File: config.mk
export PLATFORM = sky130hd
export DESIGN_NAME = icache_direct_mapped
export DESIGN_NICKNAME = d
export VERILOG_FILES = /design/src/rtl/icache_direct_mapped.sv
export SDC_FILE = /design/constraint.sdc
export NUM_CORES = 2
export LEC_CHECK = 0
export CORE_MARGIN = 4
export CORE_UTILIZATION = 50
export CTS_CLUSTER_DIAMETER = 50
export DETAILED_ROUTE_END_ITERATION = 8
export GPL_ROUTABILITY_DRIVEN = 0
export GPL_TIMING_DRIVEN = 0
export PLACE_DENSITY = 0.66
export SETUP_SLACK_MARGIN = 0.5
export SKIP_LAST_GASP = 1
export SLEW_MARGIN = 20
export SYNTH_ARGS = -nofsm -noshare
export SYNTH_HDL_FRONTEND = slang
export SYNTH_SLANG_ARGS = --single-unit
File: constraint.sdc
create_clock -name clk_in -period 4.5 [get_ports clk_in]
set_input_delay 0.45 -clock clk_in [delete_from_list [all_inputs] [get_ports clk_in]]
set_output_delay 0.45 -clock clk_in [all_outputs]
set_load 0.1 [all_outputs]
File: src/rtl/icache_direct_mapped.sv
// ----------------------------------------------------------------------------
// icache_direct_mapped
//
// Direct-mapped, read-only instruction cache. It sits between the instruction
// fetcher (which issues word queries) and the memory controller (which supplies
// refill words one at a time). It never writes memory and holds no dirty state.
//
// Geometry: 2^INDEX_WIDTH lines of 2^OFFSET_WIDTH 32-bit words each. The pc is
// split as  tag = pc[31:INDEX_WIDTH+OFFSET_WIDTH+2],
//           index = next INDEX_WIDTH bits,
//           offset = pc[OFFSET_WIDTH+1:2],  pc[1:0] ignored.
//
// Ports:
//   clk_in               clock, rising edge
//   rst_in               asynchronous active-high reset
//   rdy_in               global ready; 0 freezes every register and array
//   icache_query_en      fetcher request, held until served or withdrawn
//   icache_query_pc      fetch address
//   icache_data_en       one-cycle response pulse
//   icache_addr_comfirm  word-aligned pc the response belongs to
//   icache_data          instruction word
//   mem_req_en           word read request, held until mem_data_en
//   mem_req_addr         word-aligned read address
//   mem_data_en          one-cycle pulse, mem_data valid
//   mem_data             returned word
//
// Optional feature (macro ICACHE_PERF_COUNTERS_EN):
//   perf_hit_count       saturating count of hits accepted in IDLE
//   perf_miss_count      saturating count of refills started
// ----------------------------------------------------------------------------
module icache_direct_mapped #(
    parameter int INDEX_WIDTH  = 4,
    parameter int OFFSET_WIDTH = 2
) (
    input  logic        clk_in,
    input  logic        rst_in,
    input  logic        rdy_in,
    input  logic        icache_query_en,
    input  logic [31:0] icache_query_pc,
    output logic        icache_data_en,
    output logic [31:0] icache_addr_comfirm,
    output logic [31:0] icache_data,
    output logic        mem_req_en,
    output logic [31:0] mem_req_addr,
    input  logic        mem_data_en,
    input  logic [31:0] mem_data
`ifdef ICACHE_PERF_COUNTERS_EN
    ,
    output logic [31:0] perf_hit_count,
    output logic [31:0] perf_miss_count
`endif
);

    localparam int TAG_WIDTH = 32 - 2 - INDEX_WIDTH - OFFSET_WIDTH;
    localparam int LINES     = 1 << INDEX_WIDTH;
    localparam int WORDS     = 1 << OFFSET_WIDTH;
    localparam int LINE_LSB  = OFFSET_WIDTH + 2;
    localparam int TAG_LSB   = INDEX_WIDTH + OFFSET_WIDTH + 2;

    typedef enum logic [1:0] {
        S_IDLE    = 2'd0,
        S_REFILL  = 2'd1,
        S_RESPOND = 2'd2
    } state_t;

    state_t state;
    state_t state_nxt;

    // Storage
    logic [31:0]          data_arr [LINES][WORDS];
    logic [TAG_WIDTH-1:0] tag_arr  [LINES];
    logic [LINES-1:0]     valid;

    // Word address (pc[31:2]) of the query that missed
    logic [31:2]             miss_pc;
    logic [OFFSET_WIDTH-1:0] refill_cnt;

    // Address fields of the incoming query and of the pending miss
    logic [OFFSET_WIDTH-1:0] q_offset;
    logic [INDEX_WIDTH-1:0]  q_index;
    logic [TAG_WIDTH-1:0]    q_tag;
    logic [OFFSET_WIDTH-1:0] m_offset;
    logic [INDEX_WIDTH-1:0]  m_index;
    logic [TAG_WIDTH-1:0]    m_tag;

    logic lookup_hit;
    logic accept;
    logic hit_accept;
    logic miss_accept;
    logic fill_beat;
    logic last_beat;
    logic respond_hit;

    // Byte-lane bits of the pc carry no information for a word cache
    logic unused_pc_bits;
    assign unused_pc_bits = ^icache_query_pc[1:0];

    assign q_offset = icache_query_pc[LINE_LSB-1:2];
    assign q_index  = icache_query_pc[TAG_LSB-1:LINE_LSB];
    assign q_tag    = icache_query_pc[31:TAG_LSB];
    assign m_offset = miss_pc[LINE_LSB-1:2];
    assign m_index  = miss_pc[TAG_LSB-1:LINE_LSB];
    assign m_tag    = miss_pc[31:TAG_LSB];

    assign lookup_hit = valid[q_index] && (tag_arr[q_index] == q_tag);

    // A query is not re-accepted while its own response pulse is on the
    // output, which absorbs a fetcher that drops query_en one edge late.
    assign accept      = (state == S_IDLE) && icache_query_en && !icache_data_en;
    assign hit_accept  = accept && lookup_hit;
    assign miss_accept = accept && !lookup_hit;

    // mem_data_en only counts while a request is outstanding
    assign fill_beat = (state == S_REFILL) && mem_req_en && mem_data_en;
    assign last_beat = fill_beat && (&refill_cnt);

    // The response after a refill uses whatever query is visible in RESPOND,
    // so a withdrawn or redirected fetch never receives a stale word.
    assign respond_hit = (state == S_RESPOND) && icache_query_en
                         && (icache_query_pc[31:2] == miss_pc);

    function automatic logic [31:0] sat_inc(input logic [31:0] v);
        return (&v) ? v : v + 32'd1;
    endfunction

    // Next-state logic
    always_comb begin
        state_nxt = state;
        case (state)
            S_IDLE:    if (miss_accept) state_nxt = S_REFILL;
            S_REFILL:  if (last_beat)   state_nxt = S_RESPOND;
            S_RESPOND: state_nxt = S_IDLE;
            default:   state_nxt = S_IDLE;
        endcase
    end

    always_ff @(posedge clk_in or posedge rst_in) begin
        if (rst_in) begin
            state <= S_IDLE;
        end else if (rdy_in) begin
            state <= state_nxt;
        end
    end

    // Control and output registers
    always_ff @(posedge clk_in or posedge rst_in) begin
        if (rst_in) begin
            valid               <= '0;
            icache_data_en      <= 1'b0;
            icache_addr_comfirm <= 32'd0;
            icache_data         <= 32'd0;
            mem_req_en          <= 1'b0;
            mem_req_addr        <= 32'd0;
            refill_cnt          <= '0;
        end else if (rdy_in) begin
            icache_data_en <= 1'b0;
            case (state)
                S_IDLE: begin
                    if (hit_accept) begin
                        icache_data_en      <= 1'b1;
                        icache_data         <= data_arr[q_index][q_offset];
                        icache_addr_comfirm <= {icache_query_pc[31:2], 2'b00};
                    end else if (miss_accept) begin
                        // The line is invalid until every word has arrived
                        valid[q_index] <= 1'b0;
                        mem_req_en     <= 1'b1;
                        mem_req_addr   <= {icache_query_pc[31:LINE_LSB], {LINE_LSB{1'b0}}};
                        refill_cnt     <= '0;
                    end
                end
                S_REFILL: begin
                    if (fill_beat) begin
                        refill_cnt <= refill_cnt + OFFSET_WIDTH'(1);
                        if (&refill_cnt) begin
                            mem_req_en     <= 1'b0;
                            valid[m_index] <= 1'b1;
                        end else begin
                            mem_req_addr <= mem_req_addr + 32'd4;
                        end
                    end
                end
                S_RESPOND: begin
                    if (respond_hit) begin
                        icache_data_en      <= 1'b1;
                        icache_data         <= data_arr[m_index][m_offset];
                        icache_addr_comfirm <= {miss_pc, 2'b00};
                    end
                end
                default: ;
            endcase
        end
    end

    // Data path storage; contents are meaningless until the valid bit is set
    always_ff @(posedge clk_in) begin
        if (rdy_in) begin
            if (miss_accept) begin
                miss_pc <= icache_query_pc[31:2];
            end
            if (fill_beat) begin
                data_arr[m_index][refill_cnt] <= mem_data;
            end
            if (last_beat) begin
                tag_arr[m_index] <= m_tag;
            end
        end
    end

`ifdef ICACHE_PERF_COUNTERS_EN
    always_ff @(posedge clk_in or posedge rst_in) begin
        if (rst_in) begin
            perf_hit_count  <= 32'd0;
            perf_miss_count <= 32'd0;
        end else if (rdy_in) begin
            if (hit_accept) begin
                perf_hit_count <= sat_inc(perf_hit_count);
            end
            if (miss_accept) begin
                perf_miss_count <= sat_inc(perf_miss_count);
            end
        end
    end
`endif

endmodule

Yosys cells after proc, flatten, opt, wreduce, memory -nomap -nowiden
Memories as Yosys holds them, arrays and structs flattened. A register that Yosys moved wholly into a read port is not among the register bits.
Index checks and enable logic that the tools add are counted.
- reduce and logical (&&, ||, !) cells: 25
- mux-type cells: 52
- bitwise gates (word level): 6
- equality and inequality tests: 12
- add/subtract/negate cells: 2
- $lt $le $gt $ge: 8
- operators by type and width (operator ; count):
    $mux W32 ; 13
    $pmux W32 S2 ; 3
    $bmux W32 S2 ; 2
    $mux W128 ; 1
    $demux W32 S2 ; 1
    $mux W16 ; 4
    $add A32 B3 Y32 const B ; 1
    $pmux W16 S2 ; 1
    $eq A30 B30 Y1 ; 1
    $eq A24 B24 Y1 ; 1
    $and A16 B16 Y16 ; 1
    $not A16 Y16 ; 1
    $or A16 B16 Y16 ; 1
    $mux W1 ; 14
    $ne A2 B2 Y1 const B ; 7
    $logic_and A1 B1 Y1 ; 13
    $reduce_and A6 Y1 ; 2
    $lt A4 B5 Y1 const B ; 2
    $mux W2 ; 5
    $ge A3 B3 Y1 const B ; 3
    $not A2 Y3 ; 3
    $demux W1 S4 ; 2
    $ge A4 B1 Y1 const B ; 2
    $pmux W2 S2 ; 2
    other kinds (15) ; 19
- memories: 2
- output and inout port bits: 98
- bits in registers: 148
- RAM bits: 2432
- memory list (memory ; words ; width ; rd ports ; clocked after memory_dff ; wr ports ; RTL line ; source):
    data_arr ; 16 ; 128 ; 2 ; 1 ; 1 ; 70 ; logic [31:0] data_arr [LINES][WORDS];
    tag_arr ; 16 ; 24 ; 1 ; 0 ; 1 ; 71 ; logic [TAG_WIDTH-1:0] tag_arr [LINES];

Logic depth before layout (Yosys ltp)
- word-level depth: 9
- gate-level depth with buffers: 16
- depth with buffers taken out: 10

Worst setup path after synthesis
Ideal clock, no wire load.
- kind: reg2reg
- start point: reg mem_req_en
- end point: mem data_arr[0][100] in the netlist's numbering (enable)
- cell stages (with the launch flop): 7
- arrival time: 3538 ps
- path buffers: 2
- data required time: 4079 ps
- clock period less this slack: 3959 ps
- slack: 541 ps
- cell sequence: dfrtp_1 nand3_1 nor2_1 clkbuf_1 nand2_1 clkbuf_1 nor2_1
- word-level cells in the longest chain between the ends: 5
- ends and longest elaborated chain (what ; RTL line ; source):
    start, declared ; 43 ; output logic mem_req_en,
    start signal, assigned ; 152 ; mem_req_en <= 1'b0;
    start signal, assigned ; 166 ; mem_req_en <= 1'b1;
    start signal, assigned ; 175 ; mem_req_en <= 1'b0;
    $logic_and A1 B1 Y1 (2 in a row) ; 114 ; assign fill_beat = (state == S_REFILL) && mem_req_en && mem_data_en;
    $mux W1 ; 200 ; if (fill_beat) begin
    $mux W1 ; 196 ; if (rdy_in) begin
    $mux W128 (not written as such) ; 201 ; data_arr[m_index][refill_cnt] <= mem_data;
    end, declared ; 70 ;
No other way between the ends.

==> flow_summary.ini <==
[run]
drv_cap = 0

[clocking]
clkLatencyLatePin_ps = 950
cts_tree = done
cts_buffers = 313
h-tree-depth = 5
cts.clk_slew.worst_paths_ps = 70
clk_path_buf_depth = 4
cts-root-buf = clkbuf_16
clock-sinks = 2580

[run_status]
status = completed

[power]
p_int_mw = 43.9
ir_drop_mv = 0.499
switching_share_pct = 27.1
leakagePower_nw = 44.6
clkPwrFrac_pct = 41.0
p_total_mw = 60.3
pwr-share-seq_pct = 45.0
switchingPower_mw = 16.4
power.density_mw_per_mm2 = 437
comb_power_share_pct = 14.0

[global_route]
antenna_found_initial = 20
grtUsageMet2_pct = 49.3
met3_usage_pct = 12.3
grt_max_degree = 80
top_usage_layer = met2
overflow = 0
grt_pass1_vias = 70700
grt.total_usage_pct = 33.5
gr-usage-met1_pct = 44.2
grt_pass1_wl_um = 562000

[min_path]
hold_start = mem_data[5]
holdPathEnd = data_arr[7][37]$_DFFE_PP_
hold_class = in2reg
hold_depth = 1

[sta]
finalSetupTns_ps = 0
setup_viol = 0
period_share_pct = 95.0
slew_headroom_pct = 15.5
holdWs_ps = 58.1
clock.fmax_mhz = 234
skew_ps = 65.5
maxSlewViolCount = 0
worstMarginPinSlew_ps = 1270
min_period_ps = 4280
rsz0062_at_grt = yes
finalHoldViolations = 0

[place]
post-dp-hpwl_um = 291000
port-buffer-count = 160
dpl.cell_count = 9449

[route]
ant_nets = 0
via_count = 72200
drtPass1Iterations = 9
viasPerCell = 7.18
wl_per_cell_um = 40.7
drcViolationCount = 0
wl_um = 409000
drt-initial-drc-count = 11900

[critical_path]
crit_fanout = 10
r2r_slack_ps = 220
cpPeakStageDelay_ps = 490
start_kind = flop
cp_slowest_cell = clkbuf_4
crit_top_cell = clkbuf_4
endpoint_kind = flop
path_cells = clkbuf_4, clkbuf_4, clkbuf_4, clkbuf_4, mux4_2, a22oi_1, o21ai_0, nor3_1, nand3_1, mux2_4
path_buf_inv = 4
crit_required_ps = 5310
r2r_end = icache_data[30]$_DFFE_PP0P_
reg2reg_depth = 10
critPathTopFamily = buffers and inverters
critical_path_class = reg2reg
worstPathArrival_ps = 5090

[final_layout]
drive_above_1_share_pct = 32.0
n_fill_cell = 16500
final-instance-count-excl-fill = 10100
layout.nets = 6836
areaGrowthSynthToFinish_pct = 18.2
final_util_pct = 59.4

[floorplan]
initial_core_util_pct = 50.2
core_area_sq_mm = 0.232
io_pins = 167
die-area_sq_mm = 0.241
die_h_um = 491
dieWidth_um = 491
rows = 177

[synthesis]
yosys-top-cells-count = edfxtp_1 (2462), mux4_2 (977), mux2i_1 (435)
synth_compound_area_share_pct = 5.71
synth_seq_cells = 2580
synthSimpleGateAreaFrac_pct = 2.14
synthFlopType = edfxtp_1
yosys.area_share.xor_xnor_pct = 0.405
syn_area_sq_mm = 0.117
syn_inst = 6097
synth.most_common_cell = edfxtp_1
seq_area_frac_synth_pct = 65.9
synth_top_area_share_pct = 63.4
synth-adder-area-share_pct = 0.0536
yosys_warnings = 0
synth_edf_count = 2462
synth_top_family_by_area = multiplexers
synth.top_cells.by_area = edfxtp_1 (63%), mux4_2 (19%), mux2i_1 (3.7%)
ys_types = 86
async_flop_share_pct = 4.42
avgSynthCellArea_sq_um = 19.1
yosysTopAreaCell = edfxtp_1
synthMuxAreaShare_pct = 23.9
==> what timing repair did <==
action | CTS | global route
gates resized for setup | 437 | 117
endpoints found under the setup margin | 1934 | 169
hold buffers | 14 | 1
buffers inserted | 26 | 0
pin swaps | 31 | 8
hold endpoints to repair | 285 | 1
==> per-layer routing <==
layer,vias up,routed length [um]
met3,1034,59500
li1,27700,-
met4,14,25300
met1,37600,143000
met2,5825,181000
met5,-,86
==> metrics by stage <==
step | area (sq um) | setup slack [ps]
2_1_floorplan | 117000 | 541
3_3_place_gp | 122000 | -3030
3_5_place_dp | 126000 | -2710
4_1_cts | 138000 | 422
5_1_grt | 138000 | 463
6_report | 138000 | 224
==> logic make-up (layout without fill, tap and decap cells) <==
kind of cell,count (synthesis),count (layout)
DFF,2580,2580
muxes,1502,1502
AOI/OAI and AO/OA,929,929
and+or+nand+nor,526,526
buffers and inverters,500,1393
xor gates and xnor gates,54,54
adders and majority gates,5,5
other,1,22
==> worst max-delay path by stage <==
stage	slack, ps	to	cells past startpoint
floorplan	540	data_arr[0][100]$_DFFE_PP_	6
global placement	-3030	icache_data[7]$_DFFE_PP0P_	16
detailed placement	-2710	icache_data[7]$_DFFE_PP0P_	16
CTS	420	icache_data[29]$_DFFE_PP0P_	14
global route	460	icache_data[2]$_DFFE_PP0P_	9
finish	220	icache_data[30]$_DFFE_PP0P_	10
==> cell usage in the layout (no fill, tap or decap), types with 45 or more instances in the layout <==
cell type        synthesis  layout
nor2_4                   0      83
clkbuf_1               297     208
mux2_4                  60      60
clkdlybuf4s50_1          0     127
buf_4                   10      73
dfrtp_1                114     114
a221oi_1               137     137
buf_16                   0      74
buf_12                   4      86
clkbuf_16                0     323
mux4_2                 977     977
edfxtp_1              2462    2462
o21ai_0                225     166
nand2_1                140     136
a211oi_1                68      68
clkinv_1                 1      45
o21ai_1                  0      47
nor2_1                 143      61
a31oi_1                 47      47
buf_2                   57      76
clkbuf_4                 0      53
nand3_1                 64      56
a21oi_1                 55      53
clkbuf_2                 0      79
a22oi_1                208     195
mux2i_1                435     433
==> flip-flops by register name (all words and copies together), names as in the netlist, named ones only <==
signal and count:
tag_arr 384, miss_pc 30, state 2, data_arr 2048, mem_req_en 1, refill_cnt 2
icache_data 32, icache_data_en 1, mem_req_addr 30, icache_addr_comfirm 30, valid 16
==> area by class of cell <==
cell class | instances | area [sq um] | area share (%)
inverters | 18 | 75.1 | 0.0544
clock buffers | 374 | 8310 | 6.03
diodes | 18 | 45.0 | 0.0327
flip-flops and latches | 2580 | 76900 | 55.7
repair buffers | 347 | 5460 | 3.96
well taps | 3043 | 3810 | 2.76
multi-input cells | 3020 | 38700 | 28.1
plain buffers | 482 | 3000 | 2.18
clock inverters | 172 | 1630 | 1.18
==> power groups by stage <==
stage / Clock, mW / Combinational [mW] / Sequential (mW)
5_1_grt: 25.9 / 8.66 / 27.1
3_3_place_gp: 0 / 7.84 / 27.6
2_1_floorplan: 0 / 3.90 / 28.4
4_1_cts: 24.8 / 8.23 / 27.1
6_report: 24.7 / 8.45 / 27.1
3_5_place_dp: 0 / 8.08 / 27.6
No activity file was read; power rests on OpenSTA's default activity.
